File: config.mk
export PLATFORM = sky130hd
export DESIGN_NAME = block_sync_rx_64b66b
export DESIGN_NICKNAME = d
export VERILOG_FILES = /design/src/rtl/block_sync_rx_64b66b.sv
export SDC_FILE = /design/constraint.sdc
export NUM_CORES = 1
export LEC_CHECK = 0
export ABC_CLOCK_PERIOD_IN_PS = 2500
export BUFFER_PORTS_ARGS = -buffer_cell sky130_fd_sc_hd__clkbuf_2
export CORE_MARGIN = 2
export CORE_UTILIZATION = 58
export DETAILED_ROUTE_END_ITERATION = 8
export GPL_TIMING_DRIVEN = 1
export PLACE_DENSITY_LB_ADDON = 0.1
export REMOVE_ABC_BUFFERS = 1
export SYNTH_ARGS = -nofsm -noshare
export SYNTH_HDL_FRONTEND = slang
export SYNTH_SLANG_ARGS = --single-unit
File: constraint.sdc
create_clock -name clk -period 2.5 [get_ports clk]
set_clock_uncertainty 0.2 [all_clocks]
set_input_delay 0.375 -clock clk [delete_from_list [all_inputs] [get_ports clk]]
set_output_delay 0.375 -clock clk [all_outputs]
set_load 0.03 [all_outputs]
File: src/rtl/block_sync_rx_64b66b.sv
// 64b/66b receive block synchroniser: hunts for sync-header alignment,
// asks the gearbox to slip on a bad header, and monitors lock in windows.
module block_sync_rx_64b66b #(
    parameter int LOCK_CNT  = 64,
    parameter int BAD_CNT   = 16,
    parameter int SLIP_WAIT = 4
) (
    input  logic       clk,
    input  logic       nreset,
    input  logic       valid_i,
    input  logic [1:0] head_i,
    output logic       lock_o,
    output logic       slip_o
);

    localparam int GW = $clog2(LOCK_CNT + 1);
    localparam int BW = $clog2(BAD_CNT + 1);
    localparam int WW = $clog2(SLIP_WAIT + 1);

    localparam logic [GW-1:0] GOOD_LAST = GW'(LOCK_CNT - 1);
    localparam logic [BW-1:0] BAD_LAST  = BW'(BAD_CNT - 1);
    localparam logic [WW-1:0] WAIT_LAST = WW'(SLIP_WAIT - 1);

    typedef enum logic [1:0] {
        UNLOCK = 2'd0,
        LOCK   = 2'd1,
        SLIP_W = 2'd2
    } state_t;

    state_t state, state_nxt;

    logic [GW-1:0] good_cnt, good_nxt;
    logic [BW-1:0] bad_cnt, bad_nxt;
    logic [WW-1:0] wait_cnt, wait_nxt;
    logic          lock_nxt, slip_nxt;

    logic eval, hdr_ok, good_last, bad_hit, wait_done;

    // Header qualification shared by both combinational processes.
    // A legal header is 01 or 10; the window counter reuses good_cnt.
    always_comb begin
        eval      = valid_i && (state != SLIP_W);
        hdr_ok    = head_i[1] ^ head_i[0];
        good_last = (good_cnt == GOOD_LAST);
        bad_hit   = !hdr_ok && (bad_cnt == BAD_LAST);
        wait_done = (wait_cnt == WAIT_LAST);
    end

    // State, counters and both outputs are registered.
    always_ff @(posedge clk or negedge nreset) begin
        if (!nreset) begin
            state    <= UNLOCK;
            good_cnt <= '0;
            bad_cnt  <= '0;
            wait_cnt <= '0;
            lock_o   <= 1'b0;
            slip_o   <= 1'b0;
        end else begin
            state    <= state_nxt;
            good_cnt <= good_nxt;
            bad_cnt  <= bad_nxt;
            wait_cnt <= wait_nxt;
            lock_o   <= lock_nxt;
            slip_o   <= slip_nxt;
        end
    end

    // Next-state decision.
    always_comb begin
        state_nxt = state;
        unique case (state)
            UNLOCK: begin
                if (eval && !hdr_ok)
                    state_nxt = SLIP_W;
                else if (eval && good_last)
                    state_nxt = LOCK;
            end
            LOCK: begin
                if (eval && bad_hit)
                    state_nxt = SLIP_W;
            end
            SLIP_W: begin
                if (wait_done)
                    state_nxt = UNLOCK;
            end
            default: state_nxt = UNLOCK;
        endcase
    end

    // Counter updates and next values of the registered outputs.
    always_comb begin
        good_nxt = good_cnt;
        bad_nxt  = bad_cnt;
        wait_nxt = wait_cnt;
        lock_nxt = lock_o;
        slip_nxt = 1'b0;
        unique case (state)
            UNLOCK: begin
                if (eval) begin
                    if (!hdr_ok) begin
                        good_nxt = '0;
                        wait_nxt = '0;
                        slip_nxt = 1'b1;
                    end else if (good_last) begin
                        good_nxt = '0;
                        bad_nxt  = '0;
                        lock_nxt = 1'b1;
                    end else begin
                        good_nxt = good_cnt + GW'(1);
                    end
                end
            end
            LOCK: begin
                if (eval) begin
                    if (bad_hit) begin
                        good_nxt = '0;
                        bad_nxt  = '0;
                        wait_nxt = '0;
                        lock_nxt = 1'b0;
                        slip_nxt = 1'b1;
                    end else if (good_last) begin
                        good_nxt = '0;
                        bad_nxt  = '0;
                    end else begin
                        good_nxt = good_cnt + GW'(1);
                        if (!hdr_ok)
                            bad_nxt = bad_cnt + BW'(1);
                    end
                end
            end
            SLIP_W: begin
                if (wait_done) begin
                    good_nxt = '0;
                    bad_nxt  = '0;
                    wait_nxt = '0;
                end else begin
                    wait_nxt = wait_cnt + WW'(1);
                end
            end
            default: begin
                good_nxt = '0;
                bad_nxt  = '0;
                wait_nxt = '0;
                lock_nxt = 1'b0;
            end
        endcase
    end

endmodule

==> results of run 1 <==
[how the worst max path moves through the flow]
stage	startpoint	to	depth (start not counted)
6_report	bad_cnt[0]	good_cnt[2]	7
5_1_grt	bad_cnt[0]	good_cnt[6]	7
4_1_cts	bad_cnt[0]	good_cnt[2]	7
3_5_place_dp	bad_cnt[0]	good_cnt[2]	7
3_3_place_gp	bad_cnt[0]	good_cnt[2]	7
2_1_floorplan	bad_cnt[0]	good_cnt[2]	7
[cell type report]
class / count / share of cell area (%)
sequential: 19 / 41.5
tap: 25 / 2.73
multi-input combinational: 73 / 48.4
inverter: 5 / 1.64
clock buffer: 4 / 2.29
timing repair buffer: 7 / 3.49
[registers in the layout (all words and copies together) (netlist names)]
register / flops
wait_cnt: 3
state: 2
lock_o: 1
bad_cnt: 5
slip_o: 1
good_cnt: 7
[cells in the final DEF, fill, tap and decap left out, types with 2 or more instances in the layout]
| cell | instances |
|---|---|
| a31oi_1 | 5 |
| inv_1 | 5 |
| clkbuf_2 | 6 |
| mux2_2 | 2 |
| nand2_1 | 7 |
| a211oi_1 | 2 |
| a221o_1 | 2 |
| o21ai_0 | 5 |
| nor2_1 | 7 |
| nor2b_1 | 2 |
| dfrtp_1 | 19 |
| nand2b_1 | 2 |
| clkbuf_4 | 3 |
| a22o_1 | 5 |
| nand3b_1 | 3 |
| and3_1 | 4 |
| ha_1 | 4 |
| nand3_1 | 4 |
[power by group]
| group | total (mW) | internal (mW) | leakage, nW | switching (mW) |
|---|---|---|---|---|
| sequential | 0.404 | 0.350 | 0.257 | 0.0549 |
| combinational | 0.252 | 0.110 | 0.270 | 0.143 |
| clock | 0.156 | 0.0622 | 0.0150 | 0.0935 |
[worst min-delay path, cell delays in order]
cell and delay, ns:
clkbuf_2 0.17, nand3b_1 0.15, inv_1 0.05
[cells in the mapped netlist, drive strengths merged, types with 2 or more instances]
cell type and number:
nand2 7, ha 4, a31oi 5, nor2 7
buf 3, and3 4, nand3b 3, nor2b 2
a21oi 2, a22o 5, inv 5, o21ai 5
nand3 4, mux2 2, a211oi 2, dfrtp 19
a221o 2, nand2b 3
[cell families after synthesis]
logic type / Yosys count
AO/OA/AOI/OAI: 30
adder cells (fa/ha/maj): 4
flip-flops: 19
XOR/XNOR: 1
multiplexers: 2
AND/OR/NAND/NOR: 36
buffers and inverters: 8
[through the flow]
stage          area (µm²)  total power, mW
4_1_cts              1150            0.819
2_1_floorplan        1050            0.594
5_1_grt              1150            0.886
6_report             1150            0.812
3_3_place_gp         1110            0.655
3_5_place_dp         1110            0.663
[layer usage]
| layer | up-vias | part of all wire (%) | GRT usage [%] |
|---|---|---|---|
| met5 | - | 0 | 0 |
| met4 | 0 | 2.1 | 11.7 |
| li1 | 391 | - | - |
| met1 | 397 | 48 | 29.0 |
| met3 | 4 | 2.1 | 3.46 |
| met2 | 13 | 48 | 33.7 |
==> results.toml, run 1 <==
[detailed_routing]
vias_per_cell = 6.05
drtIter0Drc = 10
drc = 0
dr.pass1.iters = 6
vias = 805
antenna_left = 0
wire_per_inst_um = 14.2
wirelength_um = 1890

[final_layout]
diodes = 0
fillers = 145
multi_input_area_um2 = 554
fin_cells = 133
area_delta_synth_final_pct = 7.51
nets = 118
final_core_util_pct = 66.4
seq_area_um2 = 475
drive_gt1_share_pct = 15.7

[pwr]
p_leak_nw = 0.542
p_per_area_mw_per_mm2 = 709
ir_drop_mv = 0.691

[global_routing]
track_usage_pct = 21.7
grt_overflow_total = 0
grt_pass1_vias = 706
grt_max_degree = 20
grt_pass1_wl_um = 3240
antenna_found_initial = 0

[die]
fp.dieW_um = 46.9
die-area_mm2 = 0.00220
rows = 15
core_area_mm2 = 0.00173
io_pins = 7
start_util_pct = 61.7
dieHeight_um = 46.9

[synth]
synth_compound_area_share_pct = 21.4
synthXorXnorAreaFrac_pct = 2.58
muxShareOfSynthArea_pct = 2.11
synth.top_cell.area_share_pct = 44.6
ys_types = 37
yosysTopAreaCell = "dfrtp_1"
synth-seq-area-share_pct = 44.6
synthFlopType = "dfrtp_1"
synth_edf_count = 0
syn-instance-count = 100
ys_seq_elements = 19
synth_area_leaders = "dfrtp_1 45%, ha_1 4.7%, a22o_1 4.1%"
yosys_warnings = 0
synth-simple-area-share_pct = 21.2
synthAdderAreaFrac_pct = 4.69
async_flop_share_pct = 100
syn_area_mm2 = 0.00107
synth.avg_cell_area_um2 = 10.7
synth_top_family_by_area = "compound AO/OA/AOI/OAI gates"

[outcome]
status = "finished, final reports clean"

[timing]
setup_violations = 0
fin_crit_sh_pct = 91.2
slew_headroom_pct = 69.2
fin_tns_setup_ns = 0
period_minus_slack_ns = 2.28
clock.fmax_ghz = 0.439
rsz0062_at_grt = "false"
holdWs_ns = 0.281
finalWorstSetupSlack_ns = 0.220
worst_slew_pin_slew_ns = 0.462
final-max-slew-violation-count = 0
finalHoldViolations = 0

[critical_path]
r2r-end = "good_cnt[2]"
crit_path_end_kind = "flip-flop"
worstPathCellList = "ha_1 -> and3_1 -> ha_1 -> nand2b_4 -> and2_4 -> or4_1 -> o311ai_1"
crit_required_ns = 2.50
cpPeakStageDelay_ns = 0.46
slowest_stage = "or4_1"
cp-start-kind = "flip-flop"
cp_top_family = "simple AND/OR/NAND/NOR gates"
reg2reg_slack_ns = 0.22
cp.arrival_ns = 2.28
r2r_cells = 7
crit_top_cell = "ha_1"
critPathBufInv = 0
cp_max_fo = 5
timing.rr.start = "bad_cnt[0]"
worstSetupPathType = "reg -> reg"

[worst_hold_path]
min_path_cells = 3
hp-start = "valid_i"
holdPathEnd = "slip_o"
hp-class = "in -> reg"

[clock_tree]
numCtsBuffers = 3
cts_root_buffer = "clkbuf_4"
path_clk_slew_ns = 0.10
cts_resized = 0
cts_tree = "done"
insertion_delay_ns = 0.29
cts_hold_buf = 1
cts_sinks = 19
cts_max_level = 1
post_cts_buffers = 0
cts_buffer_depth = 2

[place]
dp_hpwl_um = 1360
portBuffers = 6
post-place-ws_ns = 0.242
place_congestion = 0.769
dp.cells = 128

[job]
max-cap-violations = 0
Note: power is estimated with default switching activity, not from simulation.
==> inputs of run 2 (changes only) <==
CELL_PAD_IN_SITES_DETAIL_PLACEMENT = 0   (was not set)
CELL_PAD_IN_SITES_GLOBAL_PLACEMENT = 1   (was not set)
CORE_UTILIZATION = 46   (was 58)
GPL_ROUTABILITY_DRIVEN = 0   (was not set)
SETUP_SLACK_MARGIN = 0.05   (was not set)
==> results.toml, run 2 (synthesis gave the netlist of run 1 again) <==
[pwr]
ir_drop_mv = 0.443
p_per_area_mw_per_mm2 = 715
p_leak_nw = 0.545

[timing]
worst_slew_pin_slew_ns = 0.476
period_minus_slack_ns = 2.29
finalHoldViolations = 0
slew_headroom_pct = 68.2
fin_crit_sh_pct = 91.5
rsz0062_at_grt = "false"
setup_violations = 0
fin_tns_setup_ns = 0
holdWs_ns = 0.262
final-max-slew-violation-count = 0
clock.fmax_ghz = 0.437

[detailed_routing]
vias_per_cell = 5.70
wl_met1_um = 1030
wirelength_um = 1980
antenna_left = 0
met2_length_um = 873
dr.pass1.iters = 4
drtIter0Drc = 8
wire_per_inst_um = 14.6
route.met3.wl_um = 44
vias = 775
maxUsedRoutingLayer = "met4"
drc = 0

[critical_path]
crit_required_ns = 2.51
cp-start-kind = "flip-flop"
cpPeakStageDelay_ns = 0.47
path_depth = 7
crit_path_end_kind = "flip-flop"
reg2reg_slack_ns = 0.21
cp.arrival_ns = 2.30
slowest_stage = "or4_1"
timing.rr.start = "bad_cnt[0]"
worstPathCellList = "ha_1 -> and3_1 -> ha_1 -> nand2b_4 -> and2_4 -> or4_1 -> o311ai_1"
startpoint = "bad_cnt[0]"
worstSetupPathType = "reg -> reg"
critPathBufInv = 0
cp_top_family = "simple AND/OR/NAND/NOR gates"
setup.worst_path.end = "good_cnt[2]"
crit_top_cell = "ha_1"
r2r_cells = 7
cp_max_fo = 5
r2r-end = "good_cnt[2]"

[worst_hold_path]
hp-class = "in -> reg"
hp-start = "valid_i"
min_path_cells = 3

[final_layout]
area_delta_synth_final_pct = 7.98
final_core_util_pct = 52.0
finalInstanceArea_mm2 = 0.00115
drive_gt1_share_pct = 16.7
layout_commonest_cell = "dfrtp_1"
largest-register = "good_cnt"
fin_cells = 136
diodes = 0
nets = 118
final_cell_mix = "19 x dfrtp_1, 7 x nand2_1, 7 x nor2_1, 6 x clkbuf_2"
largestRegisters = "good_cnt (7), bad_cnt (5), wait_cnt (3)"
largest_register_ffs = 7

[global_routing]
track_usage_pct = 17.5
grt_overflow_total = 0
grt_pass1_wl_um = 3460
grt_pass1_vias = 763
antenna_found_initial = 0
grt_max_degree = 20

[place]
dp.cells = 131
placed_area_mm2 = 0.00111
dp_hpwl_um = 1370
portBuffers = 6

[job]
max-cap-violations = 0

[clock_tree]
insertion_delay_ns = 0.30
cts_root_buffer = "clkbuf_4"
cts_tree = "done"
cts_sinks = 19
path_clk_slew_ns = 0.12
cts_buffer_depth = 2
numCtsBuffers = 3
cts_max_level = 1
cts_resized = 0

[outcome]
status = "finished, final reports clean"

[die]
dieHeight_um = 52.1
io_pins = 7
fp.dieW_um = 52.1
core_area_mm2 = 0.00221
rows = 17
die-area_mm2 = 0.00272
start_util_pct = 48.2
-- run 2: routing by layer --
metal | vias up | global-route usage (%)
li1 | 396 | -
met1 | 364 | 25.3
met2 | 11 | 25.1
met3 | 4 | 2.59
met4 | 0 | 9.40
met5 | - | 0
-- run 2: worst min-delay path by stage --
stage,end
floorplan,bad_cnt[0]
global placement,good_cnt[0]
detailed placement,good_cnt[0]
CTS,slip_o
global route,slip_o
finish,slip_o
-- run 2: worst reg2reg max path: stages, from the launching register on --
cell and delay [ns]:
dfrtp_1 0.42, ha_1 0.22, and3_1 0.19, ha_1 0.25
nand2b_4 0.17, and2_4 0.17, or4_1 0.47, o311ai_1 0.10
-- run 2: area by class of cell --
class                      instances  area [µm²]
clock buffer                       3        22.5
clock inverter                     1        5.00
fill                             219        1060
inverter                           5        18.8
multi-input combinational         73         554
sequential                        19         475
tap                               28        35.0
timing repair buffer               7        40.0
-- run 2: power breakdown --
part / internal, mW / leakage (nW) / switching [mW] / total, mW
Clock: 0.0597 / 0.0177 / 0.101 / 0.161
Sequential: 0.349 / 0.257 / 0.0551 / 0.405
Combinational: 0.110 / 0.270 / 0.148 / 0.258
-- run 2: timing repair --
item / in CTS / in global routing
buffers inserted: 0 / 0
endpoints found under the hold margin: 19 / 0
hold buffers: 1 / 0
-- run 2: per-stage QoR --
stage | power [mW] | setup slack, ns
floorplan | 0.594 | 0.340
global placement | 0.662 | 0.294
detailed placement | 0.671 | 0.222
CTS | 0.832 | 0.204
global route | 0.887 | 0.0974
finish | 0.823 | 0.212
==> inputs of run 3 (changes only) <==
SETUP_SLACK_MARGIN = 0.5   (was 0.05)
==> results.toml, run 3 (synthesis gave the netlist of run 1 again) <==
[outcome]
status = "finished, final reports clean"

[timing]
clock.fmax_ghz = 0.495
rsz0062_at_grt = "true"
final-max-slew-violation-count = 0
slew_headroom_pct = 67.7
finalWorstSetupSlack_ns = 0.478
setup_violations = 0
period_minus_slack_ns = 2.02
fin_tns_setup_ns = 0
fin_crit_sh_pct = 80.9
worst_slew_pin_slew_ns = 0.484
finalHoldViolations = 0

[pwr]
p_leak_nw = 0.567
p_sw_share_pct = 37.3
p_clk_share_pct = 18.8
p_per_area_mw_per_mm2 = 684
power_switching_uw = 319
ir_drop_mv = 0.432
p_int_uw = 536
p_comb_share_pct = 33.1
p_seq_share_pct = 48.0

[detailed_routing]
wirelength_um = 2130
antenna_left = 0
vias_per_cell = 5.80
drc = 0
dr.pass1.iters = 4
vias = 824
wire_per_inst_um = 15.0
drtIter0Drc = 9

[die]
core_area_mm2 = 0.00221
fp.dieW_um = 52.1
dieHeight_um = 52.1
die-area_mm2 = 0.00272
start_util_pct = 48.2
rows = 17
io_pins = 7

[global_routing]
antenna_found_initial = 0
grt_pass1_vias = 795
grt_max_degree = 20
grt_overflow_total = 0
grt_pass1_wl_um = 3520
track_usage_pct = 17.8

[critical_path]
crit_path_end_kind = "flip-flop"
worstSetupPathType = "reg -> reg"
cp_max_fo = 4
timing.rr.start = "bad_cnt[1]"
cp.arrival_ns = 2.03
cp-start-kind = "flip-flop"
crit_required_ns = 2.51
startpoint = "bad_cnt[1]"

[clock_tree]
cts_sinks = 19
cts_buffer_depth = 2
cts_max_level = 1
numCtsBuffers = 3
path_clk_slew_ns = 0.12
insertion_delay_ns = 0.30
cts_tree = "done"
cts_root_buffer = "clkbuf_4"

[final_layout]
largest_register_ffs = 7
area_delta_synth_final_pct = 17.4
largestRegisters = "good_cnt (7), bad_cnt (5), wait_cnt (3)"
diodes = 0
drive_gt1_share_pct = 28.9
fin_cells = 142
nets = 124
largest-register = "good_cnt"
final_core_util_pct = 56.6
final_cell_mix = "17 x dfrtp_1, 7 x nor2_1, 6 x nand2_1, 6 x clkbuf_2, 6 x buf_4"
layout_commonest_cell = "dfrtp_1"
finalInstanceArea_mm2 = 0.00125

[place]
dp_hpwl_um = 1370
placed_area_mm2 = 0.00111
portBuffers = 6
dp.cells = 131
post-place-ws_ns = 0.222

[job]
max-cap-violations = 0

[worst_hold_path]
hp-class = "in -> reg"
hp-start = "valid_i"
## run 3: changes by cell type in the layout (fill, tap and decap cells not counted), moves of 2 or more
cell | before | now
buf_4 | 0 | 6
and3_4 | 0 | 2
dfrtp_2 | 0 | 2
and3_1 | 4 | 2
ha_1 | 4 | 1
ha_2 | 0 | 2
dfrtp_1 | 19 | 17
## run 3: per-stage QoR
| stage | total power, mW | hold slack, ns |
|---|---|---|
| floorplan | 0.594 | -0.121 |
| global placement | 0.662 | 0.151 |
| detailed placement | 0.671 | 0.160 |
| CTS | 0.832 | 0.256 |
| global route | 0.917 | 0.332 |
| finish | 0.856 | 0.291 |
## run 3: layer usage
| layer | vias up | global-route usage [%] | wire, µm |
|---|---|---|---|
| met5 | - | 0 | 0 |
| met4 | 0 | 9.40 | 34 |
| met3 | 4 | 2.59 | 55 |
| met2 | 13 | 26.6 | 1010 |
| met1 | 401 | 24.9 | 1030 |
| li1 | 406 | - | - |
## run 3: worst max-delay path, cell delays in order (launching register included)
cell and delay (ns):
dfrtp_1 0.40, ha_2 0.19, and3_4 0.18, ha_4 0.15, nand2b_4 0.14, and2_4 0.17
or4_1 0.41, o311ai_1 0.09
## run 3: power by group through the flow
stage,sequential (mW),combinational [mW],clock [mW]
6_report,0.411,0.284,0.161
5_1_grt,0.419,0.321,0.177
4_1_cts,0.404,0.262,0.165
3_5_place_dp,0.410,0.261,0
3_3_place_gp,0.408,0.254,0
2_1_floorplan,0.404,0.190,0
## run 3: area by class of cell
cell class / count / area, µm²
inverters: 5 / 18.8
clock buffers: 3 / 22.5
fillers: 201 / 961
multi-input cells: 73 / 607
well taps: 28 / 35.0
repair buffers: 13 / 85.1
flip-flops and latches: 19 / 478
clock inverters: 1 / 5.00
## run 3: worst paths after layout
| path | end | slack (ns) | depth (start not counted) |
|---|---|---|---|
| setup / recovery | good_cnt[2] | 0.48 | 7 |
| max in group asynchronous | state[0] | 1.40 | 2 |
| hold reg to reg | bad_cnt[4] | 0.32 | 1 |
| hold / removal | slip_o | 0.29 | 3 |
| setup reg to reg | good_cnt[2] | 0.48 | 7 |
| min in group asynchronous | good_cnt[0] | 0.34 | 2 |
## run 3: repair_timing
| action | in CTS | in global routing |
|---|---|---|
| pin swaps | 4 | 3 |
| setup endpoints to repair | 9 | 11 |
| setup buffers | 4 | 2 |
| hold buffers | 1 | 0 |
| endpoints found under the hold margin | 19 | 0 |
| gates resized for setup | 4 | 9 |
